## config.mk

```make
export PLATFORM = sky130hd
export DESIGN_NAME = piso_shift_out
export DESIGN_NICKNAME = d
export VERILOG_FILES = /design/src/rtl/piso_shift_out.sv
export SDC_FILE = /design/constraint.sdc
export NUM_CORES = 1
export LEC_CHECK = 0
export ABC_AREA = 1
export CORE_MARGIN = 4
export CORE_UTILIZATION = 40
export DETAILED_ROUTE_END_ITERATION = 10
export GPL_TIMING_DRIVEN = 0
export PLACE_DENSITY = 0.67
export SLEW_MARGIN = 40
export SYNTH_ARGS = -nofsm -noshare
export SYNTH_HDL_FRONTEND = slang
export SYNTH_SLANG_ARGS = --single-unit
```

## constraint.sdc

```tcl
create_clock -name clk -period 2.9 [get_ports clk]
set_input_delay 0.435 -clock clk [delete_from_list [all_inputs] [get_ports clk]]
set_output_delay 0.435 -clock clk [all_outputs]
set_load 0.05 [all_outputs]
```

## src/rtl/piso_shift_out.sv

```systemverilog
// Parallel-in serial-out shifter with valid/ready load and stallable output.
// Ports: clk, rst_n (sync, active-low), clear (sync abort), D/load_valid/
//        load_ready (load handshake), shift_en (advance), sdo/sdo_valid
//        (serial bit), done (end-of-frame pulse), Q (last accepted word).
module piso_shift_out #(
    parameter int WIDTH     = 8,
    parameter bit MSB_FIRST = 1'b1
) (
    input  logic             clk,
    input  logic             rst_n,
    input  logic             clear,
    input  logic [WIDTH-1:0] D,
    input  logic             load_valid,
    output logic             load_ready,
    input  logic             shift_en,
    output logic             sdo,
    output logic             sdo_valid,
    output logic             done,
    output logic [WIDTH-1:0] Q
);

    localparam int CW = $clog2(WIDTH);
    localparam logic [CW-1:0] LAST = CW'(WIDTH - 1);

    typedef enum logic [1:0] {
        IDLE  = 2'd0,
        SHIFT = 2'd1,
        DONE  = 2'd2
    } state_t;

    state_t           state;
    state_t           state_nxt;
    logic [CW-1:0]    cnt;
    logic [WIDTH-1:0] shreg;
    logic             accept;
    logic             advance;
    logic             last;
    logic             head;

    assign load_ready = (state == IDLE) & ~clear & rst_n;
    assign accept     = load_valid & load_ready;
    assign advance    = (state == SHIFT) & shift_en;
    assign last       = (cnt == LAST);

    // The register shifts toward the head, so the head is always the
    // current frame bit.
    assign head      = MSB_FIRST ? shreg[WIDTH-1] : shreg[0];
    assign sdo_valid = (state == SHIFT);
    assign sdo       = sdo_valid & head;
    assign done      = (state == DONE);

    always_ff @(posedge clk) begin
        if (!rst_n) begin
            state <= IDLE;
        end else if (clear) begin
            state <= IDLE;
        end else begin
            state <= state_nxt;
        end
    end

    always_comb begin
        state_nxt = state;
        case (state)
            IDLE:    if (accept) state_nxt = SHIFT;
            SHIFT:   if (advance && last) state_nxt = DONE;
            DONE:    state_nxt = IDLE;
            default: state_nxt = IDLE;
        endcase
    end

    always_ff @(posedge clk) begin
        if (!rst_n || clear) begin
            cnt   <= '0;
            shreg <= '0;
            Q     <= '0;
        end else if (accept) begin
            cnt   <= '0;
            shreg <= D;
            Q     <= D;
        end else if (advance) begin
            // Holding at LAST keeps cnt within 0..WIDTH-1.
            if (!last) begin
                cnt <= cnt + 1'b1;
            end
            if (MSB_FIRST) begin
                shreg <= {shreg[WIDTH-2:0], 1'b0};
            end else begin
                shreg <= {1'b0, shreg[WIDTH-1:1]};
            end
        end
    end

endmodule

```

Word-level counts from Yosys, hierarchy flattened --
Index checks and enable logic that the tools add are counted. W data, S select, Z words.
Cells by class: $add $sub $neg 1, equal/unequal tests 5, mux-type cells 5, bitwise logic cells 8, reductions and logical operators 9
Operators by type and width (number):
- $mux W8 | 2
- $and A1 B1 Y1 | 5
- $mux W2 | 2
- $pmux W2 S2 | 1
- $reduce_and A2 Y1 | 2
- $reduce_or A2 Y1 | 2
- $add A3 B1 Y3 const B | 1
- $eq A3 B3 Y1 const B | 1
- $not A1 Y1 | 3
- $eq A2 B1 Y1 const B | 1
- $eq A2 B2 Y1 const B | 1
- $logic_not A2 Y1 | 1
- $ne A2 B1 Y1 const B | 1
- $ne A2 B2 Y1 const B | 1
- $reduce_bool A2 Y1 | 1
- $logic_and A1 B1 Y1 | 1
- $logic_not A1 Y1 | 1
- $logic_or A1 B1 Y1 | 1
Word-level totals: bits in registers 21, output and inout port bits 12, logic and storage cells 32

Depth between registers and ports, before layout --
depth after elaboration 6, gate-level depth with buffers 8, gate-level depth less buffers 8

Worst setup path before layout --
OpenSTA, ideal clock, no wires.
path kind input to output, start input port clear, end output port load_ready, arrival 1.599 ns, data required time 2.465 ns, setup slack 0.866 ns, stages 3, buffers on the path 0, cell sequence inv_1 nand2_1 nor3_1
Between the ends: longest elaborated chain between the ends 3
RTL lines:
- from (decl) | line 11 | input logic clear,
- $not A1 Y1 | line 40 | assign load_ready = (state == IDLE) & ~clear & rst_n;
- $and A1 B1 Y1 (2 in a row) | line 40
- to (decl) | line 14 | output logic load_ready,
No other way between the ends.

Worst setup path in the final report --
Same ends and word-level chain as after synthesis.

==> summary.txt <==
Outcome
  • Status: completed

GRT
  • Gr usage total: 14.9%
  • Total grt overflow: 0
  • Vias in the first global route: 944
  • Global-route wire length before repair: 4000 um
  • Met2 usage: 23.3%
  • Met3 Track Usage GR: 2.63%
  • Met1 GRT Util: 20.2%
  • Initial antenna violation count: 0
  • Pin count of the biggest net entering global routing: 13
  • Most Crowded Layer GR: met2

Yosys
  • Distinct cells, synth: 17
  • Synthesis Warnings: 0
  • Synth Area per Inst: 6.98 sq um
  • Mapped Nets: 160
  • Yosys reg bits: 21
  • Syn Inst Count: 145
  • Netlist Area Pre-Place: 1010 sq um
  • Seq/Total Area, Yosys: 41.5%

Route
  • DR iter-0 viols: 16
  • Pre-antenna DRT Iters: 5
  • DRT antenna net count: 0
  • Via density: 4.71
  • # DRC: 0
  • Routed WL per cell: 11.1 um
  • Vias: 937
  • Total detailed-routing wirelength: 2200 um

Final layout
  • Layout net count: 187
  • Fill cell count: 236
  • Area delta synth->final: 27.9%
  • Fin util: 55.9%
  • # diodes: 0
  • Commonest non-fill, non-tap cell in the layout: nand2_1
  • Layout cell share with drive strength beyond 1: 9.36%
  • Most frequent cells in the layout: nand2_1 (47), inv_1 (22), clkdlybuf4s50_1 (22)

Worst setup path
  • Reg2reg start: state[0]$_SDFFE_PP0P_
  • Crit path max fanout: 4
  • Critical path launch point type: input port
  • Worst EP required: 2.47 ns
  • Worst Setup SP: clear
  • Crit. End Element: output port
  • Worst Path Arrival: 2.06 ns
  • Critical path type: input port to output port

CTS
  • Hold buffer count at cts: 0
  • H-tree lvl count: 1
  • Worst-Skew Late Latency: 0.30 ns
  • CTS root buffer: clkbuf_4
  • Reg clk slew, reported paths: 0.12 ns
  • CTS Buf Count: 3
  • Postcts setup bufs: 0
  • Post-CTS sizing: 0
  • CTS tree: yes
  • TritonCTS Sinks: 21
  • Max clock buf depth: 2

Min path
  • Worst min-delay path class: flop to flop
  • Worst Hold Launch: Q[5]$_SDFFE_PP0P_

Placement
  • Gpl congestion: 0.785
  • Number of I/O port buffers: 22
  • DP Wirelength: 1690 um
  • Dpl ws: 0.409 ns

Power
  • VDD IR-drop max: 0.322 mV
  • Leakage: 0.000641 uW
  • Pwr dens: 419 nW/um^2

Timing
  • RSZ-0062 raised after global routing: false
  • Max Clock Skew: 0.00676 ns
  • Final Max Slew Viols: 0
  • Tmin final: 2.49 ns
  • Fin. Hold Viols: 0
  • Actual slew at the worst max-slew pin: 0.507 ns
  • Final setup vio count: 0
  • Crit share post-route: 85.9%
  • Worst Setup Slack, final: 0.408 ns
  • Max Fclk: 401 MHz
  • Setup_tns: 0 ns
  • Hold Slack: 0.458 ns
  • Slew Limit Headroom: 66.1%

Floorplanning
  • Row Count: 17
  • Starting density of the core: 43.7%
  • Die Span Y: 58.3 um
  • Die area: 3400 sq um
  • I/O pins: 25
  • Core area: 2320 sq um
  • Die width: 58.3 um

Flow run
  • Max-Cap Viols: 0
synthesized netlist by cell type (all sizes together):
cell | count | area, sq um
a21oi | 4 | 20.0
buf | 5 | 36.3
dfxtp | 21 | 420
ha | 2 | 25.0
inv | 23 | 86.3
nand2 | 48 | 188
nand3 | 16 | 85.1
nand4 | 8 | 50.1
nor2 | 15 | 86.3
nor3 | 2 | 10.0
o21ai | 1 | 5.00
cells by family after synthesis:
kind of cell,after synthesis,synth area share [%]
DFF,21,41.5
adders and majority gates,2,2.47
and+or+nand+nor,89,41.4
AOI/OAI and AO/OA,5,2.47
buffers and inverters,28,12.1
worst max-delay path, cell delays in order:
cell and delay, ns:
clkdlybuf4s50_1 0.46, inv_1 0.07, nand2_1 0.10, nor3_1 0.16
clkdlybuf4s50_1 0.83
state kept, by name, summed over array words and instances (netlist names):
signal,flops
Q,8
cnt,3
shreg,8
state,2
metrics by stage:
step	instances	total power [uW]	instance area, sq um
5_1_grt	199	573	1290
3_5_place_dp	195	409	1270
3_3_place_gp	195	408	1270
4_1_cts	199	548	1290
6_report	199	543	1290
2_1_floorplan	145	373	1010
final timing paths:
check        slack [ns]                  end  cells after the start
min reg2reg        0.46    Q[5]$_SDFFE_PP0P_                      2
max                0.41           load_ready                      5
min                0.46    Q[5]$_SDFFE_PP0P_                      2
max reg2reg        1.61  cnt[0]$_SDFFE_PP0P_                      6
where the power goes:
group / internal, uW / switching (uW)
Sequential: 297 / 4.46
Clock: 51.4 / 89.1
Combinational: 39.8 / 61.5
cell type report:
type	instances	area [sq um]	share of cell area [%]
Sequential cell	21	420	32.5
Buffer	5	36.3	2.80
Tap cell	28	35.0	2.71
Inverter	23	86.3	6.67
Multi-Input combinational cell	96	469	36.2
Clock inverter	1	5.00	0.386
Clock buffer	3	22.5	1.74
Timing Repair Buffer	22	220	17.0
metal layers:
layer  vias up  share of wire (%)  wire length (um)
li1        501                  -                 -
met1       404                 50              1100
met2        30                 42               923
met3         2                7.5               166
met4         0               0.82                18
met5         -                  0                 0
Power figures use the tool's default switching activity.
